<file path="src/rtl/pipe_pkg.sv">
// rtl/pipe_pkg.sv - shared widths, FSM encoding and bubble control for the EX/MEM boundary
package pipe_pkg;

    localparam int DATA_W = 16;
    localparam int REG_W  = 3;

    typedef enum logic [1:0] {
        ST_RUN    = 2'b00,
        ST_STALL  = 2'b01,
        ST_HALTED = 2'b10
    } state_e;

    typedef struct packed {
        logic valid;
        logic reg_en;
        logic mem_en;
        logic mem_wr;
        logic halt;
    } ctrl_t;

    localparam ctrl_t BUBBLE_CTRL = '0;

endpackage

</file>
<file path="src/rtl/ex_mem_reg_if.sv">
// rtl/ex_mem_reg_if.sv - EX-side inputs, MEM-side outputs and pipe control of the EX/MEM register
interface ex_mem_reg_if #(
    parameter int DATA_W = pipe_pkg::DATA_W,
    parameter int REG_W  = pipe_pkg::REG_W
);
    logic              valid_EX;
    logic [REG_W-1:0]  w1_reg_EX;
    logic              reg_en_EX;
    logic              mem_en_EX;
    logic              mem_wr_EX;
    logic [DATA_W-1:0] alu_out_EX;
    logic [DATA_W-1:0] r2_EX;
    logic [DATA_W-1:0] pc_add2_EX;
    logic [DATA_W-1:0] instr_EX;
    logic              halt_EX;
    logic              stall_mem;
    logic              flush;

    logic              valid_EX_MEM;
    logic [REG_W-1:0]  w1_reg_EX_MEM;
    logic              reg_en_EX_MEM;
    logic              mem_en_EX_MEM;
    logic              mem_wr_EX_MEM;
    logic [DATA_W-1:0] alu_out_EX_MEM;
    logic [DATA_W-1:0] r2_EX_MEM;
    logic [DATA_W-1:0] pc_add2_EX_MEM;
    logic [DATA_W-1:0] instr_EX_MEM;
    logic              halt_EX_MEM;
    logic              stall_up;
    logic              halted;
    logic [15:0]       stall_cnt;

    modport master (
        output valid_EX, w1_reg_EX, reg_en_EX, mem_en_EX, mem_wr_EX,
               alu_out_EX, r2_EX, pc_add2_EX, instr_EX, halt_EX, stall_mem, flush,
        input  valid_EX_MEM, w1_reg_EX_MEM, reg_en_EX_MEM, mem_en_EX_MEM, mem_wr_EX_MEM,
               alu_out_EX_MEM, r2_EX_MEM, pc_add2_EX_MEM, instr_EX_MEM, halt_EX_MEM,
               stall_up, halted, stall_cnt
    );

    modport slave (
        input  valid_EX, w1_reg_EX, reg_en_EX, mem_en_EX, mem_wr_EX,
               alu_out_EX, r2_EX, pc_add2_EX, instr_EX, halt_EX, stall_mem, flush,
        output valid_EX_MEM, w1_reg_EX_MEM, reg_en_EX_MEM, mem_en_EX_MEM, mem_wr_EX_MEM,
               alu_out_EX_MEM, r2_EX_MEM, pc_add2_EX_MEM, instr_EX_MEM, halt_EX_MEM,
               stall_up, halted, stall_cnt
    );

endinterface

</file>
<file path="src/rtl/dffe_n.sv">
// rtl/dffe_n.sv - single-bit enable flop with asynchronous active-low reset
module dffe_n (
    input  logic clk,
    input  logic rst_n,
    input  logic en_i,
    input  logic d_i,
    output logic q_o
);

    always_ff @(posedge clk or negedge rst_n) begin
        if (!rst_n) begin
            q_o <= 1'b0;
        end else if (en_i) begin
            q_o <= d_i;
        end
    end

endmodule

</file>
<file path="src/rtl/ex_mem_reg.sv">
// rtl/ex_mem_reg.sv - EX/MEM pipeline register with stall hold, deferred flush and halt; EX_MEM_STALL_CNT_EN adds a stall counter
module ex_mem_reg #(
    parameter int DATA_W = pipe_pkg::DATA_W,
    parameter int REG_W  = pipe_pkg::REG_W
) (
    input  logic         clk,
    input  logic         rst,
    ex_mem_reg_if.slave  bus
);
    import pipe_pkg::*;

    localparam int CTRL_W  = $bits(ctrl_t);
    localparam int ENTRY_W = CTRL_W + REG_W + 4 * DATA_W;

    state_e             state_q, state_d;
    logic               flush_pend_q, flush_pend_d;
    logic               load;
    logic               bubble;

    ctrl_t              ctrl_in, ctrl_q;
    logic [ENTRY_W-1:0] entry_in, entry_d, entry_q;
    logic [REG_W-1:0]   w1_q;
    logic [DATA_W-1:0]  alu_q, r2_q, pc_q, instr_q;
    logic               is_halted;

    assign ctrl_in  = {bus.valid_EX, bus.reg_en_EX, bus.mem_en_EX, bus.mem_wr_EX, bus.halt_EX};
    assign entry_in = {ctrl_in, bus.w1_reg_EX, bus.alu_out_EX, bus.r2_EX, bus.pc_add2_EX, bus.instr_EX};

    // A pending flush from a stall is consumed by the first edge that loads again.
    assign bubble  = bus.flush | flush_pend_q | ~bus.valid_EX;
    assign entry_d = bubble ? {BUBBLE_CTRL, {(ENTRY_W - CTRL_W){1'b0}}} : entry_in;

    for (genvar i = 0; i < ENTRY_W; i++) begin : g_bit
        dffe_n u_ff (
            .clk   (clk),
            .rst_n (rst),
            .en_i  (load),
            .d_i   (entry_d[i]),
            .q_o   (entry_q[i])
        );
    end

    assign {ctrl_q, w1_q, alu_q, r2_q, pc_q, instr_q} = entry_q;

    always_ff @(posedge clk or negedge rst) begin
        if (!rst) begin
            state_q      <= ST_RUN;
            flush_pend_q <= 1'b0;
        end else begin
            state_q      <= state_d;
            flush_pend_q <= flush_pend_d;
        end
    end

    // A captured valid HALT takes priority over a stall arriving on the same cycle.
    always_comb begin
        state_d      = state_q;
        flush_pend_d = flush_pend_q;
        load         = 1'b0;
        case (state_q)
            ST_RUN: begin
                if (ctrl_q.valid && ctrl_q.halt) begin
                    state_d = ST_HALTED;
                end else if (bus.stall_mem && ctrl_q.valid) begin
                    state_d = ST_STALL;
                end else begin
                    load = 1'b1;
                end
            end
            ST_STALL: begin
                if (ctrl_q.valid && ctrl_q.halt) begin
                    state_d = ST_HALTED;
                end else if (!bus.stall_mem) begin
                    state_d = ST_RUN;
                    load    = 1'b1;
                end
            end
            ST_HALTED: begin
                state_d = ST_HALTED;
            end
            default: begin
                state_d = ST_RUN;
            end
        endcase
        if (load) begin
            flush_pend_d = 1'b0;
        end else if (state_q != ST_HALTED) begin
            flush_pend_d = flush_pend_q | bus.flush;
        end
    end

    assign is_halted = (state_q == ST_HALTED);

    assign bus.valid_EX_MEM   = ctrl_q.valid;
    assign bus.w1_reg_EX_MEM  = w1_q;
    assign bus.reg_en_EX_MEM  = ctrl_q.reg_en & ctrl_q.valid;
    assign bus.mem_en_EX_MEM  = ctrl_q.mem_en & ctrl_q.valid & ~is_halted;
    assign bus.mem_wr_EX_MEM  = ctrl_q.mem_wr & ctrl_q.valid & ~is_halted;
    assign bus.halt_EX_MEM    = ctrl_q.halt & ctrl_q.valid;
    assign bus.alu_out_EX_MEM = alu_q;
    assign bus.r2_EX_MEM      = r2_q;
    assign bus.pc_add2_EX_MEM = pc_q;
    assign bus.instr_EX_MEM   = instr_q;
    assign bus.stall_up       = (state_q == ST_STALL) | is_halted;
    assign bus.halted         = is_halted;

`ifdef EX_MEM_STALL_CNT_EN
    logic [15:0] stall_cnt_q, stall_cnt_d;

    always_comb begin
        stall_cnt_d = stall_cnt_q;
        if (state_q == ST_STALL && stall_cnt_q != 16'hFFFF) begin
            stall_cnt_d = stall_cnt_q + 16'd1;
        end
    end

    always_ff @(posedge clk or negedge rst) begin
        if (!rst) begin
            stall_cnt_q <= 16'h0000;
        end else begin
            stall_cnt_q <= stall_cnt_d;
        end
    end

    assign bus.stall_cnt = stall_cnt_q;
`else
    assign bus.stall_cnt = 16'h0000;
`endif

endmodule
</file>
<file path="src/flat_wrapper.sv">
// flat-port wrapper written by rule: the top's interface ports become plain ports
module ex_mem_reg_flat import pipe_pkg::*;
#(
    parameter int DATA_W = pipe_pkg::DATA_W,
    parameter int REG_W  = pipe_pkg::REG_W
)
  (clk, rst, bus_valid_EX, bus_w1_reg_EX, bus_reg_en_EX, bus_mem_en_EX, bus_mem_wr_EX, bus_alu_out_EX, bus_r2_EX, bus_pc_add2_EX, bus_instr_EX, bus_halt_EX, bus_stall_mem, bus_flush, bus_valid_EX_MEM, bus_w1_reg_EX_MEM, bus_reg_en_EX_MEM, bus_mem_en_EX_MEM, bus_mem_wr_EX_MEM, bus_alu_out_EX_MEM, bus_r2_EX_MEM, bus_pc_add2_EX_MEM, bus_instr_EX_MEM, bus_halt_EX_MEM, bus_stall_up, bus_halted, bus_stall_cnt);
  ex_mem_reg_if #(.DATA_W(DATA_W), .REG_W(REG_W)) bus_i ();
  input  logic clk;
  input  logic rst;
  input wire logic [$bits(bus_i.valid_EX)-1:0] bus_valid_EX;
  input wire logic [$bits(bus_i.w1_reg_EX)-1:0] bus_w1_reg_EX;
  input wire logic [$bits(bus_i.reg_en_EX)-1:0] bus_reg_en_EX;
  input wire logic [$bits(bus_i.mem_en_EX)-1:0] bus_mem_en_EX;
  input wire logic [$bits(bus_i.mem_wr_EX)-1:0] bus_mem_wr_EX;
  input wire logic [$bits(bus_i.alu_out_EX)-1:0] bus_alu_out_EX;
  input wire logic [$bits(bus_i.r2_EX)-1:0] bus_r2_EX;
  input wire logic [$bits(bus_i.pc_add2_EX)-1:0] bus_pc_add2_EX;
  input wire logic [$bits(bus_i.instr_EX)-1:0] bus_instr_EX;
  input wire logic [$bits(bus_i.halt_EX)-1:0] bus_halt_EX;
  input wire logic [$bits(bus_i.stall_mem)-1:0] bus_stall_mem;
  input wire logic [$bits(bus_i.flush)-1:0] bus_flush;
  output wire logic [$bits(bus_i.valid_EX_MEM)-1:0] bus_valid_EX_MEM;
  output wire logic [$bits(bus_i.w1_reg_EX_MEM)-1:0] bus_w1_reg_EX_MEM;
  output wire logic [$bits(bus_i.reg_en_EX_MEM)-1:0] bus_reg_en_EX_MEM;
  output wire logic [$bits(bus_i.mem_en_EX_MEM)-1:0] bus_mem_en_EX_MEM;
  output wire logic [$bits(bus_i.mem_wr_EX_MEM)-1:0] bus_mem_wr_EX_MEM;
  output wire logic [$bits(bus_i.alu_out_EX_MEM)-1:0] bus_alu_out_EX_MEM;
  output wire logic [$bits(bus_i.r2_EX_MEM)-1:0] bus_r2_EX_MEM;
  output wire logic [$bits(bus_i.pc_add2_EX_MEM)-1:0] bus_pc_add2_EX_MEM;
  output wire logic [$bits(bus_i.instr_EX_MEM)-1:0] bus_instr_EX_MEM;
  output wire logic [$bits(bus_i.halt_EX_MEM)-1:0] bus_halt_EX_MEM;
  output wire logic [$bits(bus_i.stall_up)-1:0] bus_stall_up;
  output wire logic [$bits(bus_i.halted)-1:0] bus_halted;
  output wire logic [$bits(bus_i.stall_cnt)-1:0] bus_stall_cnt;
  assign bus_i.valid_EX = bus_valid_EX;
  assign bus_i.w1_reg_EX = bus_w1_reg_EX;
  assign bus_i.reg_en_EX = bus_reg_en_EX;
  assign bus_i.mem_en_EX = bus_mem_en_EX;
  assign bus_i.mem_wr_EX = bus_mem_wr_EX;
  assign bus_i.alu_out_EX = bus_alu_out_EX;
  assign bus_i.r2_EX = bus_r2_EX;
  assign bus_i.pc_add2_EX = bus_pc_add2_EX;
  assign bus_i.instr_EX = bus_instr_EX;
  assign bus_i.halt_EX = bus_halt_EX;
  assign bus_i.stall_mem = bus_stall_mem;
  assign bus_i.flush = bus_flush;
  assign bus_valid_EX_MEM = bus_i.valid_EX_MEM;
  assign bus_w1_reg_EX_MEM = bus_i.w1_reg_EX_MEM;
  assign bus_reg_en_EX_MEM = bus_i.reg_en_EX_MEM;
  assign bus_mem_en_EX_MEM = bus_i.mem_en_EX_MEM;
  assign bus_mem_wr_EX_MEM = bus_i.mem_wr_EX_MEM;
  assign bus_alu_out_EX_MEM = bus_i.alu_out_EX_MEM;
  assign bus_r2_EX_MEM = bus_i.r2_EX_MEM;
  assign bus_pc_add2_EX_MEM = bus_i.pc_add2_EX_MEM;
  assign bus_instr_EX_MEM = bus_i.instr_EX_MEM;
  assign bus_halt_EX_MEM = bus_i.halt_EX_MEM;
  assign bus_stall_up = bus_i.stall_up;
  assign bus_halted = bus_i.halted;
  assign bus_stall_cnt = bus_i.stall_cnt;
  ex_mem_reg #(.DATA_W(DATA_W), .REG_W(REG_W)) u_core (.clk(clk), .rst(rst), .bus(bus_i));
endmodule
</file>
<file path="config.mk">
export PLATFORM = sky130hd
export DESIGN_NAME = ex_mem_reg_flat
export DESIGN_NICKNAME = d
export VERILOG_FILES = /design/src/rtl/pipe_pkg.sv /design/src/rtl/ex_mem_reg_if.sv /design/src/rtl/dffe_n.sv /design/src/rtl/ex_mem_reg.sv /design/src/flat_wrapper.sv
export SDC_FILE = /design/constraint.sdc
export NUM_CORES = 1
export LEC_CHECK = 0
export CAP_MARGIN = 40
export CORE_MARGIN = 4
export CORE_UTILIZATION = 40
export CTS_BUF_LIST = sky130_fd_sc_hd__clkbuf_4 sky130_fd_sc_hd__clkbuf_8
export CTS_CLUSTER_SIZE = 24
export DETAILED_ROUTE_END_ITERATION = 8
export PLACE_DENSITY = 0.88
export SLEW_MARGIN = 20
export SYNTH_ARGS = -nofsm -noshare
export SYNTH_HDL_FRONTEND = slang
export SYNTH_SLANG_ARGS = --single-unit
</file>
<file path="constraint.sdc">
create_clock -name clk -period 1.35 [get_ports clk]
set_input_delay 0.27 -clock clk [delete_from_list [all_inputs] [get_ports clk]]
set_output_delay 0.27 -clock clk [all_outputs]
set_load 0.03 [all_outputs]
</file>
# ---- Word-level counts from Yosys, hierarchy flattened
# Index checks and enable logic that the tools add are counted.
# Widths: inputs -> output; s select.
dict set report totals {
  out_inout_bits 90
  ramBits 0
  mem_count 0
  mem_bits_ro 0
  latch_bits 0
  word_cells 108
  register_bits 75
}
dict set report op_classes {
  bitwise 11
  n_addsub 0
  order_cmp 0
  n_mul 0
  n_mux 13
  n_reduce_logical 5
  div_mod_pow 0
  shifts 0
  eq_ne 5
}
# operator n
set ops {}
lappend ops {{$mux 72} 1}
lappend ops {{$mux 2} 4}
lappend ops {{$and 1x1->1} 6}
lappend ops {{$mux 1} 6}
lappend ops {{$pmux 2 s3} 1}
lappend ops {{$ne 3x1->1 const B} 1}
lappend ops {{$ne 3x2->1 const B} 1}
lappend ops {{$or 1x1->1} 3}
lappend ops {{$eq 2x1->1 const B} 1}
lappend ops {{$eq 2x2->1 const B} 1}
lappend ops {{$logic_and 1x1->1} 2}
lappend ops {{$logic_not 2->1} 1}
lappend ops {{$ne 2x2->1 const B} 1}
lappend ops {{$not 1->1} 2}
lappend ops {{$pmux 1 s2} 1}
lappend ops {{$reduce_and 2->1} 1}
lappend ops {{$reduce_bool 2->1} 1}

# ---- Depth between registers and ports, before layout
dict set report logic_depth {
  ltp_word 5
  depth_mapped 7
  mapped_depth_nobuf 5
}

# ---- Hierarchy
# Synthesis repeated with hierarchy kept, for this count alone.
dict set report hier_totals {
  hier_cells 267
  area_unflattened_um2 3737.3
}
# module n_inst cells_each area_per_inst_um2 seq_area_each_um2
set modules_own_cells {}
lappend modules_own_cells {dffe_n 72 2 40.0 25.0}
lappend modules_own_cells {ex_mem_reg 1 123 854.6 75.1}

# ---- Worst setup path after synthesis
# Ideal clock, no wire load.
dict set report synth_path {
  path_type {flip-flop to flip-flop}
  start {register u_core.state_q[1]}
  end {register u_core.g_bit[71].u_ff.q_o}
  slack_ns -0.146
  stages_incl_launch_ff 7
  arrival_time_ns 1.371
  n_path_buf 1
  period_less_slack_ns 1.496
  path_cell_list {dfrtp_1 inv_1 ha_1 nor2b_1 o21a_1 buf_6 mux2_2}
}
dict set report synth_via {
  elab_chain_len 2
  word_cells_on_any_way 3
  classes_between {1 x eq/ne; 1 x mux; 1 x reduce/logical}
}
# element line
set synth_rtl {}
lappend synth_rtl {{from (decl)} ex_mem_reg.sv:15} ;# state_e state_q, state_d;
lappend synth_rtl {{from (signal assigned)} ex_mem_reg.sv:50} ;# state_q <= state_d;
lappend synth_rtl {{$eq 2x1->1 / $logic_not 2->1 (equally long branches)} ex_mem_reg.sv:60} ;# case (state_q)
lappend synth_rtl {{$pmux 1 s2 *} ex_mem_reg.sv:60}
lappend synth_rtl {{to (signal assigned)} dffe_n.sv:14} ;# q_o <= d_i;
lappend synth_rtl {{to (decl)} dffe_n.sv:7} ;# output logic q_o
# Mark *: on every way between the ends. The rest lies on a longest branch, timed or not.
# A chain may end at the register's enable or synchronous reset.

# ---- Worst setup path in the final report
dict set report layout_path {
  start {register u_core.state_q[0]}
  end {output port bus_mem_wr_EX_MEM}
}
dict set report layout_via {
  elab_chain_len 3
}
# element line
set layout_rtl {}
lappend layout_rtl {{$eq 2x2->1} ex_mem_reg.sv:92} ;# assign is_halted = (state_q == ST_HALTED);
lappend layout_rtl {{$not 1->1} ex_mem_reg.sv:98} ;# assign bus.mem_wr_EX_MEM = ctrl_q.mem_wr & ctrl_q.valid & ~is_halted;
lappend layout_rtl {{$and 1x1->1} ex_mem_reg.sv:98}
lappend layout_rtl {{to (decl)} flat_wrapper.sv:27} ;# output wire logic [$bits(bus_i.mem_wr_EX_MEM)-1:0] bus_mem_wr_EX_MEM;
# No other way between the ends.

==> results by group <==
Status
  – Status: complete, but fails checks
  – Violated checks: negative setup slack

Critical path
  – CP bufs+invs: 3
  – CP peak stage delay: 0.44 ns
  – Worst Path Arrival: 1.40 ns
  – Setup crit start kind: register
  – CP Max Fanout: 3
  – Critical path endpoint category: output pin
  – Crit path depth: 5
  – Slowest CP cell: dfrtp_1
  – Flop2flop setup slack: -0.28 ns
  – Reg2Reg Depth: 7
  – Req. time, crit path: 1.08 ns
  – CP Class: register to output pin
  – Crit-path cells: inv_2 > ha_4 > inv_4 > and3_4 > buf_6
  – Delay-heaviest family, CP: flip-flops

Synth
  – Yosys reg bits: between 70 and 80
  – Cell taking the most area after synthesis: dfrtp_1
  – Leading register cell type out of synthesis: dfrtp_1
  – Mapped Area: around 4000 um^2
  – Synth async-reset ratio: 1.000
  – Avg Inst Size Synth: 9.780 um^2
  – Count of cell types in the netlist: 20
  – Yosys warnings: 0
  – Gate Count Post-Synth: 414
  – Top post-synthesis cells by area: dfrtp_1 46%, mux2i_1 18%, buf_4 15%, inv_1 6.9%, nand2_1 6.8%
  – Number of flops mapped to enable cells by yosys: 0
  – Share of the synthesized area in the top cell type: 0.4635
  – Sequential share of the synthesized area: 0.4635

STA
  – Number of setup violations in the final report: 79
  – Setup TNS Final: -17.40 ns
  – Minimum clock period: 1.672 ns
  – Clock Skews: 0.006937 ns
  – Fin crit share: 1.238
  – Final hold violations: 0
  – FMAX: 598.2 MHz
  – RSZ-0062 raised after global routing: yes
  – Max-slew violations: 0
  – Post-route setup slack: -0.3217 ns

Flow run
  – Max_cap viols: 0

Final layout
  – Fraction of layout cells with a size suffix above 1: 0.2806
  – Synth-to-Final Area Change: 44.81%
  – N_diodes: 0
  – Layout Cells excl Fill: 664
  – Final nets: 606
  – Commonest cells after routing, fill and taps aside: 75 x dfrtp_1, 74 x clkdlybuf4s50_1, 73 x nand2_1
  – Most common cell after layout, fill and taps aside: dfrtp_1

Min path
  – Hold Path Depth: 3
  – Worst hold path class: input pin to register

Floorplan
  – # IOs: 166
  – Site Rows: 36
  – Core Area: 9819 um^2
  – Chip width: 108.6 um
  – Die ar.: between 10000 and 15000 um^2
  – Initial Util: 0.4123
  – Die Span Y: 108.6 um

Route
  – Vias: 2917
  – Vias per cell: 4.393
  – Initial drt markers: 102
  – Drt first pass iters: 4
  – DRC errors left: 0
  – Post-DRT Antenna Nets: 0
  – Wirelength per Cell: between 15 and 20 um
  – WL final: 10330 um

Pwr
  – P_leak: 2.743 nW
  – Worst VDD drop: 0.0003710 V
  – Power, Total: 4.213 mW
  – Power Density: 718.5 nW/um^2

Placed design
  – DP Wirelength: 6853 um
  – Post-place setup slack: -0.4731 ns
  – Final GP Congestion: ~0.81
  – IO Port Bufs: 149
  – Placed instance count: 630

Clock network
  – Cts bufs inserted: 9
  – Clock Path Buffers: 2
  – CTS tree: yes
  – H-Tree Depth: 3
  – Worst-Skew Late Latency: 0.34 ns
  – Clock sink total: between 70 and 80
  – Clock-pin slew on the worst setup and hold paths: 0.08 ns
  – CTS Root Buffer Type: clkbuf_8

Global routing
  – First-pass GRT wire length: 15590 um
  – Initial antenna violation count: 0
  – Most Used Layer, Global Route: met2
  – Pin count of the biggest net entering global routing: 45
  – Grt met2 use: 0.3032
  – Number of global-route vias before repair: roughly 3100
  – GRT met3 Usage: 0.04618
  – GR Layer Usage met1: 0.1946
  – All-Layer GR Usage: 0.1716
  – Total gr overflow: 0
-- cells by family after synthesis --
family                     synth area share
adders and majority gates          0.009272
and+or+nand+nor                     0.07880
AOI/OAI and AO/OA                   0.01452
buffers and inverters                0.2546
muxes                                0.1783
DFF                                  0.4635
other                             0.0009262
-- per-layer routing --
metal | vias to the layer above | part of all wire
met1 | 1410 | 0.38
li1 | 1385 | -
met2 | 103 | 0.53
met3 | 19 | 0.072
met5 | - | 0
met4 | 0 | 0.020
-- final timing paths --
| kind | endpoint | from |
|---|---|---|
| hold / removal | u_core.g_bit[18].u_ff.q_o$_DFFE_PN0P_ | bus_pc_add2_EX[2] |
| setup / recovery | bus_mem_wr_EX_MEM | u_core.state_q[0]$_DFFE_PN0P_ |
| max in group asynchronous | u_core.g_bit[39].u_ff.q_o$_DFFE_PN0P_ | rst |
| setup reg to reg | u_core.g_bit[37].u_ff.q_o$_DFFE_PN0P_ | u_core.state_q[0]$_DFFE_PN0P_ |
| min in group asynchronous | u_core.g_bit[19].u_ff.q_o$_DFFE_PN0P_ | rst |
| hold reg to reg | u_core.g_bit[66].u_ff.q_o$_DFFE_PN0P_ | u_core.g_bit[66].u_ff.q_o$_DFFE_PN0P_ |
-- stage by stage --
stage | cell area (um^2) | utilization | hold slack [ns]
4_1_cts | 5811 | 0.5917 | 0.4569
5_1_grt | 5863 | 0.5971 | 0.4702
6_report | 5863 | 0.5971 | 0.4715
3_5_place_dp | 5206 | 0.5302 | 0.3561
2_1_floorplan | 4114 | - | -0.02559
3_3_place_gp | 5206 | 0.5302 | 0.3453
-- cell type report --
cell class	instances	area (um^2)
multi-input cells	181	1330
clock buffers	12	152.6
inverters	74	280.3
repair buffers	186	2042
fillers	828	3956
clock inverters	3	15.01
flip-flops and latches	75	1877
well taps	133	166.4
-- Yosys cell counts, drive strengths merged, types with 2 or more instances --
library cell and instances:
and2 2, a21oi 4, and3 2, ha 3, nand2 73, mux2i 71, o21ai 3, inv 74
dfrtp 75, buf 99
-- state kept, by name (all words and copies together), names as in the netlist --
register,count
u_core.g_bit.u_ff.q_o,72
u_core.state_q,2
u_core.flush_pend_q,1
-- timing repair --
item                                   CTS  global route
pin swaps                                1             7
hold buffers                             1             0
endpoints found under the hold margin   74             0
resized for setup                      225            28
buffers inserted                        11             4
gates cloned                             5             1
setup endpoints to repair              145            87
-- power breakdown --
group	total [mW]	switching [mW]	internal, mW
logic	0.433	0.201	0.232
clock network	1.54	0.794	0.741
registers	2.24	0	2.24
-- tightest hold or removal path, cell delays in order --
cell             delay [ns]
clkdlybuf4s50_1        0.39
nand2_1                0.05
mux2i_1                0.06
(Power assumes the default switching activity.)
